## config.mk

```make
export PLATFORM = sky130hd
export DESIGN_NAME = shift_seq
export DESIGN_NICKNAME = d
export VERILOG_FILES = /design/src/rtl/shift_seq_pkg.sv /design/src/rtl/shift_seq_step.sv /design/src/rtl/shift_seq.sv
export SDC_FILE = /design/constraint.sdc
export NUM_CORES = 1
export LEC_CHECK = 0
export CORE_AREA = 2 2 71 73
export DETAILED_ROUTE_END_ITERATION = 8
export DIE_AREA = 0 0 73 75
export SLEW_MARGIN = 10
export SYNTH_ARGS = -nofsm -noshare
export SYNTH_HDL_FRONTEND = slang
export SYNTH_SLANG_ARGS = --single-unit
```

## constraint.sdc

```tcl
create_clock -name clk -period 1.65 [get_ports clk]
set_input_delay 0.2475 -clock clk [delete_from_list [all_inputs] [get_ports clk]]
set_output_delay 0.2475 -clock clk [all_outputs]
set_load 0.03 [all_outputs]
```

## src/rtl/shift_seq_pkg.sv

```systemverilog
// Shared encodings for the iterative shifter: operation codes and FSM states.
package shift_seq_pkg;

    // Op encoding used by the execute stage.
    localparam logic [1:0] OP_ROL = 2'b00;
    localparam logic [1:0] OP_SLL = 2'b01;
    localparam logic [1:0] OP_SRA = 2'b10;
    localparam logic [1:0] OP_SRL = 2'b11;

    // FSM state encoding.
    localparam logic [1:0] ST_IDLE  = 2'd0;
    localparam logic [1:0] ST_SHIFT = 2'd1;
    localparam logic [1:0] ST_DONE  = 2'd2;

endpackage : shift_seq_pkg

```

## src/rtl/shift_seq_step.sv

```systemverilog
// One-bit shift/rotate stage; sits in the feedback path from the Out register.
module shift_step
    import shift_seq_pkg::*;
#(
    parameter int WIDTH = 16
) (
    input  logic [WIDTH-1:0] d_i,
    input  logic [1:0]       op_i,
    output logic [WIDTH-1:0] q_o
);

    // Select the single-step transform for the requested operation.
    always_comb begin
        case (op_i)
            OP_ROL:  q_o = {d_i[WIDTH-2:0], d_i[WIDTH-1]};
            OP_SLL:  q_o = {d_i[WIDTH-2:0], 1'b0};
            OP_SRA:  q_o = {d_i[WIDTH-1], d_i[WIDTH-1:1]};
            default: q_o = {1'b0, d_i[WIDTH-1:1]};
        endcase
    end

endmodule : shift_step

```

## src/rtl/shift_seq.sv

```systemverilog
// Iterative 16-bit shifter/rotator: loads an operand, then applies one
// one-bit step per clock until the requested count is consumed.
module shift_seq
    import shift_seq_pkg::*;
#(
    parameter int WIDTH = 16,
    parameter int CNT_W = 4
) (
    input  logic             clk,
    input  logic             rst_n,
    input  logic             start,
    input  logic             abort,
    input  logic [WIDTH-1:0] In,
    input  logic [CNT_W-1:0] Cnt,
    input  logic [1:0]       Op,
    output logic [WIDTH-1:0] Out,
    output logic             busy,
    output logic             done
);

    logic [1:0]       state_q, state_d;
    logic [CNT_W-1:0] cnt_q,   cnt_d;
    logic [1:0]       op_q,    op_d;
    logic [WIDTH-1:0] out_q,   out_d;
    logic [WIDTH-1:0] step_out;

    shift_step #(.WIDTH(WIDTH)) u_step (
        .d_i  (out_q),
        .op_i (op_q),
        .q_o  (step_out)
    );

    // Next-state logic: accept starts in IDLE/DONE, step while in SHIFT.
    always_comb begin
        // NOTE: every variable gets a default first so no path leaves it unassigned (no latch).
        state_d = state_q;
        cnt_d   = cnt_q;
        op_d    = op_q;
        out_d   = out_q;

        case (state_q)
            ST_IDLE, ST_DONE: begin
                if (start) begin
                    out_d   = In;
                    cnt_d   = Cnt;
                    op_d    = Op;
                    state_d = (Cnt == '0) ? ST_DONE : ST_SHIFT;
                end else begin
                    state_d = ST_IDLE;
                end
            end
            ST_SHIFT: begin
                // Abort freezes Out at its partial value and outranks any start.
                if (abort) begin
                    state_d = ST_IDLE;
                end else begin
                    out_d = step_out;
                    if (cnt_q != '0) begin
                        cnt_d = cnt_q - CNT_W'(1);
                    end
                    if (cnt_q <= CNT_W'(1)) begin
                        state_d = ST_DONE;
                    end
                end
            end
            default: state_d = ST_IDLE;
        endcase
    end

    // State, count, op and working registers with asynchronous clear.
    always_ff @(posedge clk or negedge rst_n) begin
        if (!rst_n) begin
            state_q <= ST_IDLE;
            cnt_q   <= '0;
            op_q    <= OP_ROL;
            out_q   <= '0;
        end else begin
            // NOTE: non-blocking so every register samples pre-edge values.
            state_q <= state_d;
            cnt_q   <= cnt_d;
            op_q    <= op_d;
            out_q   <= out_d;
        end
    end

    assign Out  = out_q;
    assign busy = (state_q == ST_SHIFT);
    assign done = (state_q == ST_DONE);

endmodule : shift_seq
```

==> run_results.csv, run 1 <==
group,metric,value,unit
outcome,result_of_the_run,"finished, final reports clean",
routing,drt_first_iter_violations,85,
clock_network,clock-root-buffer,"sky130_fd_sc_hd__clkbuf_8",
cells_and_area,final_util,47.0,%
timing,timing.final.crit_period,1.61,ns
synth,syn-instance-count,124,
synth,synth.net_count,152,
synth,yosys_most_used_dff,"sky130_fd_sc_hd__dfrtp_1",
timing,rsz0062_at_grt,"no",
setup_path,crit_path_cell_trace,"clkdlybuf4s50_1",
place,placed_cells_incl_taps,231,
grt,grt_pass1_wl,6000,um
setup_path,cp-end-kind,"output port",
place,gpl.final_weighted_congestion,0.765,
setup_path,critPathKind,"flop to output port",
power,totalPowerFinal,4.34,mW
synth,synth.top_cell.area_share,40.9,%
clock_network,number_of_buffers_added_to_fix_hold_violations_after_cts,0,
setup_path,cpMaxStageDelayCell,"sky130_fd_sc_hd__clkdlybuf4s50_1",
grt,grt_usage,14.0,%
routing,routed_wirelength,3640,um
power,p_int,2.66,mW
clock_network,cts_sinks,24,
cells_and_area,stdcell_count,235,
floorplanning,row_count,25,
timing,relSlewSlack,77.8,%
hold_path,holdCritPathClass,"input port to async pin",
routing,ant_nets,0,
clock_network,clock_tree.htree_level_count,1,
grt,grt_antenna_before_repair,0,
setup_path,critical_path_buf_inv_count,1,
synth,synth.top_cells.by_area,"sky130_fd_sc_hd__dfrtp_1, sky130_fd_sc_hd__mux2_2, sky130_fd_sc_hd__o2bb2ai_1, sky130_fd_sc_hd__ha_1, sky130_fd_sc_hd__o21ai_0",
timing,final.period_utilization,97.7,%
floorplanning,chipWidth,73,um
synth,synth-edff-count,0,
cells_and_area,antennaDiodeCount,0,
power,power_per_cell_area,1980,nW/um2
routing,drc,0,
power,vdd.ir_drop.worst,921,uV
routing,drt_first_pass_iters,4,
grt,maximum_number_of_pins_on_one_net_before_global_route_repair,25,
grt,via_count_of_the_first_global_routing_pass,1238,
place,hpwl,2670,um
synth,syn_std_cell_area,1470,um2
synth,synth.ff_latch_count,24,
power,power_switching_share,38.7,%
cells_and_area,stdcell_area,2190,um2
synth,ys_warn_count,0,
power,p_leak,0.987,nW
setup_path,crit_path_start_kind,"flop",
clock_network,clock_tree_buffer_depth,2,
cells_and_area,final_common_cell,"sky130_fd_sc_hd__mux2_2",
place,io_buffers,43,
power,clkPwrFrac,11.9,%
synth,syn_area_per_cell,11.9,um2
timing,finalHoldViolCount,0,
floorplanning,floorplan.initialDensity,31.5,%
place,placed_area,2100,um2
setup_path,cp_max_fo,4,
synth,synth.yosys.seq_area_share,40.9,%
synth,ys_async_sr_fraction,100,%
routing,routedWlPerCell,15.5,um
cells_and_area,ratio_of_cells_with_drive_above_1_in_the_final_layout,38.1,%
power,power.combinational.fraction,61.7,%
clock_network,clk_pin_slew_worst_paths,0.09,ns
setup_path,cp_top_family,"buffers and inverters",
timing,finalMaxSlewViolations,0,
setup_path,cp_slowest_stage_delay,0.69,ns
timing,max_slew.worst_pin.slew,0.329,ns
routing,vias_per_cell,5.12,
power,total_switching_power,1.68,mW
floorplanning,design.core.area,4660,um2
clock_network,tritoncts.num_buffers,3,
power,seq_power_share,26.3,%
grt,global_route.overflow_total,0,
clock_network,clk_latency,0.27,ns
job,drv.max_cap_violation_count,0,
cells_and_area,layout_common_cells,"sky130_fd_sc_hd__mux2_2, sky130_fd_sc_hd__clkdlybuf4s50_1, sky130_fd_sc_hd__dfrtp_1",
cells_and_area,area.growth.synth_to_final,48.9,%
floorplanning,die_height,75,um
clock_network,number_of_post_cts_setup_repair_buffers,0,
setup_path,arrival_worst_endpoint,1.36,ns
cells_and_area,nets,210,
clock_network,tritoncts_clock_tree,"yes",
floorplanning,dieArea,5480,um2
timing,setup_viol_count_final,0,
synth,synth_top_cell_by_area,"sky130_fd_sc_hd__dfrtp_1",
timing,top_achievable_clock_speed,0.621,GHz
synth,synth_cell_types,31,
setup_path,worst_ep_required_time,1.40,ns
timing,finClkSkew,0.0104,ns
floorplanning,ioPinCount,44,
routing,vias,1204,
[synthesized netlist by cell type (3+ instances only)]
| cell | count |
|---|---|
| sky130_fd_sc_hd__mux2_2 | 42 |
| sky130_fd_sc_hd__dfrtp_1 | 24 |
| sky130_fd_sc_hd__nand2_1 | 4 |
| sky130_fd_sc_hd__nor3b_1 | 3 |
| sky130_fd_sc_hd__inv_1 | 5 |
| sky130_fd_sc_hd__o21ai_0 | 5 |
| sky130_fd_sc_hd__o2bb2ai_1 | 3 |
| sky130_fd_sc_hd__a21oi_1 | 4 |
| sky130_fd_sc_hd__o22ai_1 | 4 |
[worst register-to-register path: stages (launching register included)]
cell	delay (ns)
sky130_fd_sc_hd__dfrtp_1	0.39
sky130_fd_sc_hd__inv_2	0.07
sky130_fd_sc_hd__ha_1	0.15
sky130_fd_sc_hd__or4bb_1	0.43
sky130_fd_sc_hd__o21ai_1	0.10
sky130_fd_sc_hd__buf_4	0.15
sky130_fd_sc_hd__mux2i_1	0.18
[final timing paths]
check | from | endpoint | slack (ns) | depth (start not counted)
setup / recovery | Out[12] | Out[12] | 0.04 | 1
hold / removal | rst_n | Out[4] | 0.34 | 2
setup reg to reg | cnt_q[0] | cnt_q[1] | 0.10 | 6
hold reg to reg | op_q[0] | op_q[0] | 0.54 | 2
max in group asynchronous | rst_n | Out[15] | 1.06 | 2
min in group clk | Op[0] | op_q[0] | 0.54 | 3
[sequential cells by signal, indices dropped and copies added (netlist names)]
name and cells:
Out 16, cnt_q 4, op_q 2, state_q 2
[stage by stage]
stage / TNS, ns / hold slack [ns] / worst slack (ns)
detailed placement: -0.00208 / 0.519 / -0.00208
global placement: 0 / 0.515 / 0.0356
finish: 0 / 0.344 / 0.0384
CTS: 0 / 0.349 / 0.0146
floorplan: 0 / -0.0481 / 0.00131
global route: 0 / 0.365 / 0.00108
[routing by layer]
metal  up-vias  part of all wire (%)  track usage [%]
li1        578                     -                -
met1       580                    46             18.7
met2        46                    46             23.4
met3         0                   8.5             4.28
met4         0                     0             1.23
met5         -                     0                0
[power groups by stage]
stage	Clock (mW)	Combinational, mW	Sequential, mW
floorplan	0	1.31	1.50
global placement	0	2.67	1.15
detailed placement	0	2.72	1.16
CTS	0.535	2.72	1.15
global route	0.554	2.89	1.20
finish	0.518	2.68	1.14
[cell families (layout without fill, tap and decap cells)]
group,Yosys count,count (layout),synth area share [%]
and+or+nand+nor,20,20,9.62
buffers and inverters,12,69,4.25
AOI/OAI and AO/OA,22,22,10.0
adders and majority gates,2,2,1.70
DFF,24,24,40.9
muxes,44,44,33.5
[final cells by class]
type / count / area (um2)
repair buffers: 59 / 621
well taps: 54 / 67.6
fillers: 411 / 2470
inverters: 6 / 22.5
clock buffers: 3 / 41.3
clock inverters: 1 / 30.0
multi-input cells: 88 / 807
flip-flops and latches: 24 / 601
[timing repair]
item / CTS / global route
pin swaps: 1 / 0
gates resized for setup: 2 / 13
hold endpoints to repair: 0 / 0
endpoints found under the setup margin: 3 / 11
Power figures use the tool's default switching activity.
==> run 2: changes to the inputs <==
ABC_CLOCK_PERIOD_IN_PS = 1650   (was default)
==> results of run 2 <==
Final layout, timing and power as in run 1 (identical DEF).
==> run 3: changes to the inputs <==
GPL_ROUTABILITY_DRIVEN = 0   (was default)
==> run 3 against run 2 <==
Sequential share of layout area is 0.51 points lower. Die area did not move. Combinational power is 3% higher. Critical path type unchanged. Highest routed layer unchanged.
==> run_results.csv, run 3 (synthesis gave the netlist of run 1 again) <==
group,metric,value,unit
cells_and_area,nets,212,
timing,finalHoldViolCount,0,
setup_path,cp_max_fo,3,
clock_network,clk_pin_slew_worst_paths,0.09,ns
clock_network,clock_tree.htree_level_count,1,
routing,vias,1238,
power,vdd.ir_drop.worst,1030,uV
clock_network,clock-root-buffer,"sky130_fd_sc_hd__clkbuf_8",
cells_and_area,final_common_cell,"sky130_fd_sc_hd__mux2_2",
power,p_leak,1.04,nW
cells_and_area,antennaDiodeCount,0,
clock_network,clock_tree_buffer_depth,2,
timing,setup_viol_count_final,0,
floorplanning,row_count,25,
floorplanning,dieArea,5480,um2
setup_path,arrival_worst_endpoint,1.32,ns
routing,routedWlPerCell,16.0,um
setup_path,reg2regPathDepth,5,
timing,final.hold.worst_slack,0.343,ns
grt,global_route.overflow_total,0,
cells_and_area,layout_common_cells,"sky130_fd_sc_hd__mux2_2, sky130_fd_sc_hd__clkdlybuf4s50_1, sky130_fd_sc_hd__dfrtp_1",
timing,finalMaxSlewViolations,0,
routing,drt_first_pass_iters,4,
cells_and_area,multi_input_comb_area,820,um2
setup_path,cp_slowest_stage_delay,0.68,ns
clock_network,tritoncts_clock_tree,"yes",
clock_network,clk_latency,0.27,ns
floorplanning,floorplan.initialDensity,31.5,%
power,totalPowerFinal,4.42,mW
place,placed_cells_incl_taps,232,
floorplanning,design.core.area,4660,um2
cells_and_area,stdcell_count,237,
setup_path,cp_top_family,"buffers and inverters",
place,io_buffers,43,
setup_path,crit-reg2reg-capture,"cnt_q[0]",
grt,via_count_of_the_first_global_routing_pass,1266,
place,hpwl,2670,um
power,power_per_cell_area,1980,nW/um2
routing,drt_first_iter_violations,83,
setup_path,crit_path_start_kind,"flop",
routing,vias_per_cell,5.22,
setup_path,cp-startpoint,"Out[0]",
clock_network,tritoncts.num_buffers,3,
timing,finClkSkew,0.00267,ns
setup_path,rrSetupSlack,0.11,ns
clock_network,cts_sinks,24,
setup_path,critical_path_buf_inv_count,1,
setup_path,worst_ep_required_time,1.40,ns
setup_path,crit_cells,1,
timing,timing.final.crit_period,1.57,ns
floorplanning,die_height,75,um
routing,drc,0,
job,drv.max_cap_violation_count,0,
floorplanning,ioPinCount,44,
cells_and_area,largest_register_ffs,16,
setup_path,cpMaxStageDelayCell,"sky130_fd_sc_hd__clkdlybuf4s50_1",
timing,rsz0062_at_grt,"no",
cells_and_area,nFillCells,430,
timing,relSlewSlack,77.5,%
timing,max_slew.worst_pin.slew,0.338,ns
setup_path,crit_path_cell_trace,"clkdlybuf4s50_1",
setup_path,critPathKind,"flop to output port",
routing,routed_wirelength,3780,um
grt,grt_pass1_wl,6090,um
timing,final.period_utilization,95.1,%
outcome,result_of_the_run,"finished, final reports clean",
timing,top_achievable_clock_speed,0.637,GHz
grt,grt_antenna_before_repair,0,
cells_and_area,ff_latch_area,601,um2
cells_and_area,final_util,47.9,%
setup_path,r2r-start,"state_q[0]",
routing,ant_nets,0,
setup_path,cp-end-kind,"output port",
grt,maximum_number_of_pins_on_one_net_before_global_route_repair,25,
floorplanning,chipWidth,73,um
cells_and_area,area.growth.synth_to_final,51.7,%
cells_and_area,ratio_of_cells_with_drive_above_1_in_the_final_layout,39.3,%
hold_path,holdCritPathClass,"input port to async pin",
grt,grt_usage,14.3,%
[run 3: worst max path at each step]
stage / to / slack [ns]
final: Out[0] / 0.08
after global routing: cnt_q[1] / 0.01
after CTS: cnt_q[1] / 0.002
after detailed placement: cnt_q[0] / -0.0005
after global placement: state_q[1] / 0.03
after floorplan: Out[10] / 0.001
[run 3: final cells by class]
type | count | area share, %
sequential | 24 | 26.9
inverter | 6 | 1.01
clock inverter | 1 | 1.35
timing repair buffer | 61 | 29.1
multi-input combinational | 88 | 36.7
tap | 54 | 3.03
clock buffer | 3 | 1.85
[run 3: stage by stage]
stage,worst slack (ns),TNS (ns),instance area [um2]
finish,0.0810,0,2230
global route,0.0109,0,2230
CTS,0.00199,0,2170
detailed placement,-0.000513,-0.000513,2100
global placement,0.0333,0,2100
floorplan,0.00131,0,1470
[run 3: metal layers]
| metal | GRT usage [%] | vias to the layer above | routed length [um] | part of all wire [%] |
|---|---|---|---|---|
| met5 | 0 | - | 0 | 0 |
| met4 | 1.85 | 0 | 0 | 0 |
| met3 | 4.82 | 0 | 275 | 7.3 |
| met2 | 23.7 | 40 | 1740 | 46 |
| met1 | 18.6 | 619 | 1760 | 47 |
| li1 | - | 579 | - | - |
[run 3: power breakdown]
part / total, mW / leakage, nW / internal (mW) / switching [mW]
combinational: 2.75 / 0.712 / 1.50 / 1.25
clock: 0.529 / 0.0357 / 0.324 / 0.204
sequential: 1.14 / 0.288 / 0.878 / 0.266
[run 3: timing repair]
| action | CTS | global route |
|---|---|---|
| buffers inserted | 0 | 1 |
| hold buffers | 0 | 0 |
| setup endpoints to repair | 2 | 18 |
| gates resized for setup | 2 | 20 |
| pin swaps | 0 | 1 |
